### src/rtl/serial_addsub_ctrl.sv
// Multi-cycle adder/subtractor: one DIGIT-bit ripple slice walks the operands LSB chunk first.
// Ports: clk, reset (async high), start_* request handshake, a/b/sub operands, result_* handshake, flags, busy.
module serial_addsub_ctrl #(
  parameter int WIDTH = 32,
  parameter int DIGIT = 4
) (
  input  logic             clk,
  input  logic             reset,
  input  logic             start_valid,
  output logic             start_ready,
  input  logic [WIDTH-1:0] a,
  input  logic [WIDTH-1:0] b,
  input  logic             sub,
  output logic             result_valid,
  input  logic             result_ready,
  output logic [WIDTH-1:0] result,
  output logic             carry_out,
  output logic             overflow,
  output logic             busy
);

  localparam int N  = WIDTH / DIGIT;
  localparam int CW = (N > 1) ? $clog2(N) : 1;

  if ((DIGIT < 1) || (WIDTH % DIGIT != 0)) begin : g_bad_cfg
    $error("serial_addsub_ctrl: WIDTH must be a multiple of DIGIT");
  end

  typedef enum logic [1:0] {
    S_IDLE,
    S_BUSY,
    S_DONE
  } state_t;

  state_t r_state;
  state_t w_next;

  logic [CW-1:0]    r_cnt;
  logic [WIDTH-1:0] r_a;
  logic [WIDTH-1:0] r_b;
  logic [WIDTH-1:0] r_result;
  logic             r_carry;
  logic             r_cout;
  logic             r_ovf;

  logic             w_last;
  logic             w_load;
  logic             w_step;
  logic [DIGIT-1:0] w_sum;
  logic             w_c;
  logic             w_c_msb;
  logic             w_c_out;
  logic [WIDTH-1:0] w_res_nxt;

  assign w_last = (r_cnt == CW'(N - 1));
  assign w_load = (r_state == S_IDLE) && start_valid;
  assign w_step = (r_state == S_BUSY);

  // Ripple slice over the low chunk; the operands shift right each step
  always_comb begin
    w_sum   = '0;
    w_c     = r_carry;
    w_c_msb = 1'b0;
    for (int i = 0; i < DIGIT; i++) begin
      if (i == DIGIT - 1) w_c_msb = w_c;
      w_sum[i] = r_a[i] ^ r_b[i] ^ w_c;
      w_c = (r_a[i] & r_b[i]) | (r_a[i] & w_c) | (r_b[i] & w_c);
    end
    w_c_out = w_c;
  end

  // New sum chunk enters at the top; after N steps the word is aligned
  if (N == 1) begin : g_one
    assign w_res_nxt = w_sum;
  end else begin : g_many
    assign w_res_nxt = {w_sum, r_result[WIDTH-1:DIGIT]};
  end

  always_ff @(posedge clk or posedge reset) begin
    if (reset) r_state <= S_IDLE;
    else       r_state <= w_next;
  end

  always_comb begin
    w_next       = r_state;
    start_ready  = 1'b0;
    result_valid = 1'b0;
    unique case (r_state)
      S_IDLE: begin
        start_ready = ~reset;
        if (start_valid) w_next = S_BUSY;
      end
      S_BUSY: begin
        if (w_last) w_next = S_DONE;
      end
      S_DONE: begin
        result_valid = 1'b1;
        if (result_ready) w_next = S_IDLE;
      end
      default: w_next = S_IDLE;
    endcase
  end

  always_ff @(posedge clk or posedge reset) begin
    if (reset) begin
      r_cnt    <= '0;
      r_a      <= '0;
      r_b      <= '0;
      r_result <= '0;
      r_carry  <= 1'b0;
      r_cout   <= 1'b0;
      r_ovf    <= 1'b0;
    end else if (w_load) begin
      // Subtract as a + ~b + 1
      r_a     <= a;
      r_b     <= sub ? ~b : b;
      r_carry <= sub;
      r_cnt   <= '0;
    end else if (w_step) begin
      r_a      <= r_a >> DIGIT;
      r_b      <= r_b >> DIGIT;
      r_carry  <= w_c_out;
      r_result <= w_res_nxt;
      if (w_last) begin
        r_cnt  <= '0;
        r_cout <= w_c_out;
        r_ovf  <= w_c_msb ^ w_c_out;
      end else begin
        r_cnt  <= r_cnt + 1'b1;
      end
    end
  end

  assign result    = r_result;
  assign carry_out = r_cout;
  assign overflow  = r_ovf;
  assign busy      = (r_state != S_IDLE);

endmodule

### config.mk
export PLATFORM = sky130hd
export DESIGN_NAME = serial_addsub_ctrl
export DESIGN_NICKNAME = d
export VERILOG_FILES = /design/src/rtl/serial_addsub_ctrl.sv
export SDC_FILE = /design/constraint.sdc
export NUM_CORES = 1
export LEC_CHECK = 0
export CAP_MARGIN = 0
export CORE_MARGIN = 1.5
export CORE_UTILIZATION = 46
export DETAILED_ROUTE_END_ITERATION = 16
export HOLD_SLACK_MARGIN = 0.12
export PLACE_DENSITY = 0.75
export RECOVER_POWER = 50
export SLEW_MARGIN = 0
export SYNTH_ARGS = -nofsm -noshare
export SYNTH_HDL_FRONTEND = slang
export SYNTH_SLANG_ARGS = --single-unit
### constraint.sdc
create_clock -name clk -period 2.9 [get_ports clk]
set_input_delay 0.435 -clock clk [delete_from_list [all_inputs] [get_ports clk]]
set_output_delay 0.435 -clock clk [all_outputs]
set_load 0.005 [all_outputs]
# [Yosys cells after proc, flatten, opt, wreduce, memory -nomap -nowiden]
# Index checks and enable logic that the tools add are counted.
[word_totals] ff_bits=104 latchBits=0 ram_bits=0 rom_bits=0 in_bits=69 output_inout_bits=37 word_cells=70 mem_count=0
[classes] add_sub_neg=1 multipliers=0 div_mod_pow=0 n_lt_le_gt_ge=0 n_eq_ne=6 shift=0 mux=16 bitwise_logic=32 n_reduce_logical=7
[op_table] operator="$mux 32" count=5
[op_table] operator="$not 32->32" count=1
[op_table] operator="$and 1x1->1" count=12
[op_table] operator="$mux 3" count=3
[op_table] operator="$xor 1x1->1" count=9
[op_table] operator="$or 1x1->1" count=8
[op_table] operator="$mux 2" count=3
[op_table] operator="$ne 2x2->1 const B" count=3
[op_table] operator="$pmux 2 s3" count=1
[op_table] operator="$reduce_and 3->1" count=2
[op_table] operator="$mux 1" count=4
[op_table] operator="$reduce_bool 2->1" count=2
[op_table] operator="$add 3x1->3 const B" count=1
[op_table] operator="$eq 3x3->1 const B" count=1
[op_table] operator="$eq 2x1->1 const B" count=1
[op_table] operator="$eq 2x2->1 const B" count=1
[op_table] operator="$logic_not 2->1" count=1
[op_table] operator="$not 1->1" count=2
[op_table] operator="$reduce_and 2->1" count=1
[op_table] operator="$logic_and 1x1->1" count=1

# [Logic depth before layout (Yosys ltp)]
[depth] depth_word=14 ltp_mapped=9 depth_no_buf=9

# [Worst setup path after synthesis]
# No wires, ideal clock.
[synth_timing] kind="register to register" start="register r_a[0]" end="register r_carry" setup_ns=0.126 arrival_time_ns=1.958 required_time_ns=2.774 slack_ns=0.816 stages_incl_launch_ff=10 path_buffers=0 period_less_slack_ns=2.084 path_cell_list="dfrtp_1 > inv_1 > fa_1 > inv_1 > fa_1 > fa_1 > inv_1 > fa_1 > nor2_1 > a221o_1"
[synth_between] elab_chain_len=14 elab_cells_between_ends=18 cone_classes="mux: 2; bitwise: 16"
[synth_lines] item="from (decl)" line="39" source="logic [WIDTH-1:0] r_a;"
[synth_lines] item="from (signal assigned)" line="120" source="r_a <= r_a >> DIGIT;"
[synth_lines] item="$and 1x1->1" line="67" source="w_c = (r_a[i] & r_b[i]) | (r_a[i] & w_c) | (r_b[i] & w_c);"
[synth_lines] item="$or 1x1->1 * (2 in a row)" line="67"
[synth_lines] item="$and 1x1->1" line="67"
[synth_lines] item="$or 1x1->1" line="67"
[synth_lines] item="$or 1x1->1 *" line="67"
[synth_lines] item="$and 1x1->1" line="67"
[synth_lines] item="$or 1x1->1" line="67"
[synth_lines] item="$or 1x1->1 *" line="67"
[synth_lines] item="$and 1x1->1" line="67"
[synth_lines] item="$or 1x1->1" line="67"
[synth_lines] item="$or 1x1->1 *" line="67"
[synth_lines] item="$mux 1 *" line="119" source="end else if (w_step) begin"
[synth_lines] item="$mux 1 *" line="113" source="end else if (w_load) begin"
[synth_lines] item="to (signal assigned)" line="117" source="r_carry <= sub;"
[synth_lines] item="to (signal assigned)" line="122" source="r_carry <= w_c_out;"
[synth_lines] item="to (decl)" line="42" source="logic r_carry;"
# Every way passes the cells marked *; elsewhere a longest branch is shown, timed or not. The select of a mux whose other input is x is not followed.
# A chain may end at the register's enable or synchronous reset.

==> flow_summary_export.csv <==
group,metric,value,unit
cts,tritoncts_clock_tree,"yes",
yosys,yosysWarningCount,0,
routing,detailroute.via_count,3759,
cts,root_buffer,"sky130_fd_sc_hd__clkbuf_8",
timing,hold_violations,0,
global_routing,antenna_found_initial,0,
placed_design,post-dp-hpwl,6.990,mm
cts,numClockSinks,104,
setup_path,arrival,2.72,ns
cells_and_area,proportion_of_layout_cells_with_a_drive_suffix_above_1,4.708,%
cts,clk_pin_slew_worst_paths,0.10,ns
yosys,syn-instance-count,551,
floorplanning,die_area,11420,um2
yosys,yosysSeqAreaShare,52.43,%
hold_path,worstHoldPathCells,2,
yosys,synth_seq_cells,104,
yosys,count_leader_synth,"sky130_fd_sc_hd__nand2_1",
cells_and_area,diodes,0,
cts,hold_fix_buffers_cts,0,
setup_path,setup.worst_path.start_class,"primary input",
routing,postRouteAntennaNets,0,
yosys,synth.avg_cell_area,9.008,um2
floorplanning,placement_rows,37,
timing,grt_setup_unrepaired,"false",
run_status,run_status,"finished, violations left",
floorplanning,placeable_core_region,10420,um2
routing,drtIter0Drc,216,
pwr,total_power,0.005808,W
placed_design,numPlacedInstances,737,
global_routing,first_global_vias,3612,
pwr,power_density,964.9,nW/um2
cells_and_area,layout-area-overhead-vs-synth,21.28,%
timing,total_of_endpoints_with_negative_setup_slack_in_the_final_report,0,
cells_and_area,nets,687,
setup_path,worst-setup-path-type,"primary input to asynchronous set/reset pin",
setup_path,reg2regPathDepth,9,
routing,finalWirelength,10.23,mm
global_routing,grtUsageTotal,19.09,%
floorplanning,die_width,106.9,um
yosys,synth_top_flop_cell,"sky130_fd_sc_hd__dfrtp_1",
setup_path,endpoint_kind,"asynchronous set/reset pin",
cts,clock_insertion_delay_worst_skew,0.35,ns
timing,tightestPinTransition,1.511,ns
routing,dr_wl_cell,13.60,um
yosys,netlist-cell-type-count,26,
routing,detail_route.first_pass.iterations,4,
floorplanning,initial_cell_density_of_the_core,47.65,%
hold_path,worstHoldPathType,"flop to flop",
cts,cts_buffer_depth,2,
run_status,violations,"capacitance limit, slew limit",
timing,finalCritPeriodShare,79.43,%
timing,timing.max_slew.rel_slack,-1.311,%
cells_and_area,final_core_utilization,57.79,%
run,cap_viol_max_count,1,
cts,htree_levels,3,
floorplanning,fp.dieH,106.9,um
placed_design,gp_congestion,0.7790,
yosys,synth-edff-count,0,
floorplanning,boundaryPins,106,
routing,drt-vias-per-instance,4.999,
yosys,netlist.top_cell.by_area,"sky130_fd_sc_hd__dfrtp_1",
global_routing,grt_remaining_overflow,0,
pwr,vdd_ir_drop_max,0.6545,mV
placed_design,portBuffers,105,
global_routing,grt_pass1_wl,17.25,mm
timing,slew_violations,34,
timing,final_period_minus_worst_setup_slack,2.304,ns
cts,post_cts_resized,0,
pwr,power.static_leakage,2.853,nW
yosys,synth_top_cells_by_area,"sky130_fd_sc_hd__dfrtp_1 (52%), sky130_fd_sc_hd__nand2_1 (17%), sky130_fd_sc_hd__xor2_1 (5.1%), sky130_fd_sc_hd__buf_4 (4.7%), sky130_fd_sc_hd__a22oi_1 (4.2%)",
timing,tns,0,ns
cts,cts_buffers,9,
cts,total_setup_buffers_inserted_after_cts,0,
yosys,synth.top_cells.by_count,"sky130_fd_sc_hd__nand2_1 (219), sky130_fd_sc_hd__dfrtp_1 (104), sky130_fd_sc_hd__buf_4 (31)",
placed_design,placedInstanceArea,5849,um2
yosys,postSynth.asyncResetShare,100.0,%
cells_and_area,instances_no_fill,752,
yosys,syn-num-nets,626,
setup_path,path_max_fanout,50,
global_routing,grt_max_degree,72,
setup_path,cp.required,3.31,ns
routing,route.detailed.drc,0,
cells_and_area,design_area,6020,um2
timing,maxClockFrequency,434.1,MHz
timing,worst_clock_skew,0.01547,ns
yosys,post-synth-top-area-fraction,52.43,%
yosys,synthesis.area,4964,um2
-- final timing paths --
kind / startpoint / to / slack (ns)
worst min-delay path: result[3]$_DFFE_PP0P_ / result[3]$_DFFE_PP0P_ / 0.48
worst max-delay path: reset / result[26]$_DFFE_PP0P_ / 0.60
min in group asynchronous: reset / r_a[11]$_DFFE_PP0P_ / 0.90
max in group clk: r_a[0]$_DFFE_PP0P_ / r_carry$_DFFE_PP0P_ / 0.63
worst min register to register: result[3]$_DFFE_PP0P_ / result[3]$_DFFE_PP0P_ / 0.48
worst max register to register: r_a[0]$_DFFE_PP0P_ / r_carry$_DFFE_PP0P_ / 0.63
-- per-layer routing --
metal  wire, um  track usage (%)
met1       4855            26.58
met2       4838            30.91
met3        415            3.343
met4        119            5.238
met5          0                0
-- area by class of cell --
type | instances | area (um2)
inverter | 9 | 35.03
sequential | 104 | 2603
clock inverter | 4 | 55.05
fill | 947 | 4397
tap | 136 | 170.2
multi-input combinational | 374 | 1907
timing repair buffer | 114 | 1109
clock buffer | 11 | 141.4
-- cells in the final DEF (no fill, tap or decap), types with 2 or more instances in the layout --
cell,Yosys,final
sky130_fd_sc_hd__nand2_1,219,219
sky130_fd_sc_hd__dfrtp_1,104,104
sky130_fd_sc_hd__clkdlybuf4s50_1,0,103
sky130_fd_sc_hd__nor2_1,30,30
sky130_fd_sc_hd__xor2_1,29,29
sky130_fd_sc_hd__a22oi_1,28,28
sky130_fd_sc_hd__a31oi_1,28,28
sky130_fd_sc_hd__nand3_1,10,10
sky130_fd_sc_hd__clkbuf_8,0,10
sky130_fd_sc_hd__inv_1,9,8
sky130_fd_sc_hd__o21ai_0,6,6
sky130_fd_sc_hd__buf_4,31,6
sky130_fd_sc_hd__xnor2_1,4,4
sky130_fd_sc_hd__o21ai_1,4,4
sky130_fd_sc_hd__fa_1,4,4
sky130_fd_sc_hd__nand2b_1,2,2
sky130_fd_sc_hd__ha_1,2,2
sky130_fd_sc_hd__clkinv_4,0,2
sky130_fd_sc_hd__clkbuf_2,0,2
-- per-stage QoR --
step | hold slack [ns] | worst slack, ns
3_3_place_gp | 0.4581 | 0.7209
5_1_grt | 0.5141 | 0.2860
3_5_place_dp | 0.4627 | 0.6515
2_1_floorplan | 0.4459 | 0.8159
4_1_cts | 0.4870 | 0.6256
6_report | 0.4833 | 0.5965
-- worst max-delay path, cell delays in order --
cell	delay, ns
sky130_fd_sc_hd__dlygate4sd3_1	0.56
sky130_fd_sc_hd__clkinvlp_2	0.89
sky130_fd_sc_hd__clkbuf_4	0.80
-- logic make-up after synthesis --
| kind of cell | count (synthesis) | share of synthesized area (%) |
|---|---|---|
| AND/OR/NAND/NOR | 266 | 20.92 |
| flip-flops | 104 | 52.43 |
| buffers and inverters | 73 | 9.428 |
| AO/OA/AOI/OAI | 69 | 9.277 |
| XOR/XNOR | 33 | 5.823 |
| adder cells (fa/ha/maj) | 6 | 2.117 |
-- state kept, by name, indices dropped and copies added, names as in the netlist --
signal     flops
r_b           32
carry_out      1
r_state        2
r_a           32
overflow       1
r_carry        1
r_cnt          3
result        32
-- power by group --
part	internal [W]	total [W]	switching (W)
clock	0.000422	0.000895	0.000473
combinational	0.00109	0.00240	0.00130
sequential	0.00210	0.00251	0.000418
total	0.00361	0.00581	0.00220
No activity file was read; power rests on OpenSTA's default activity.
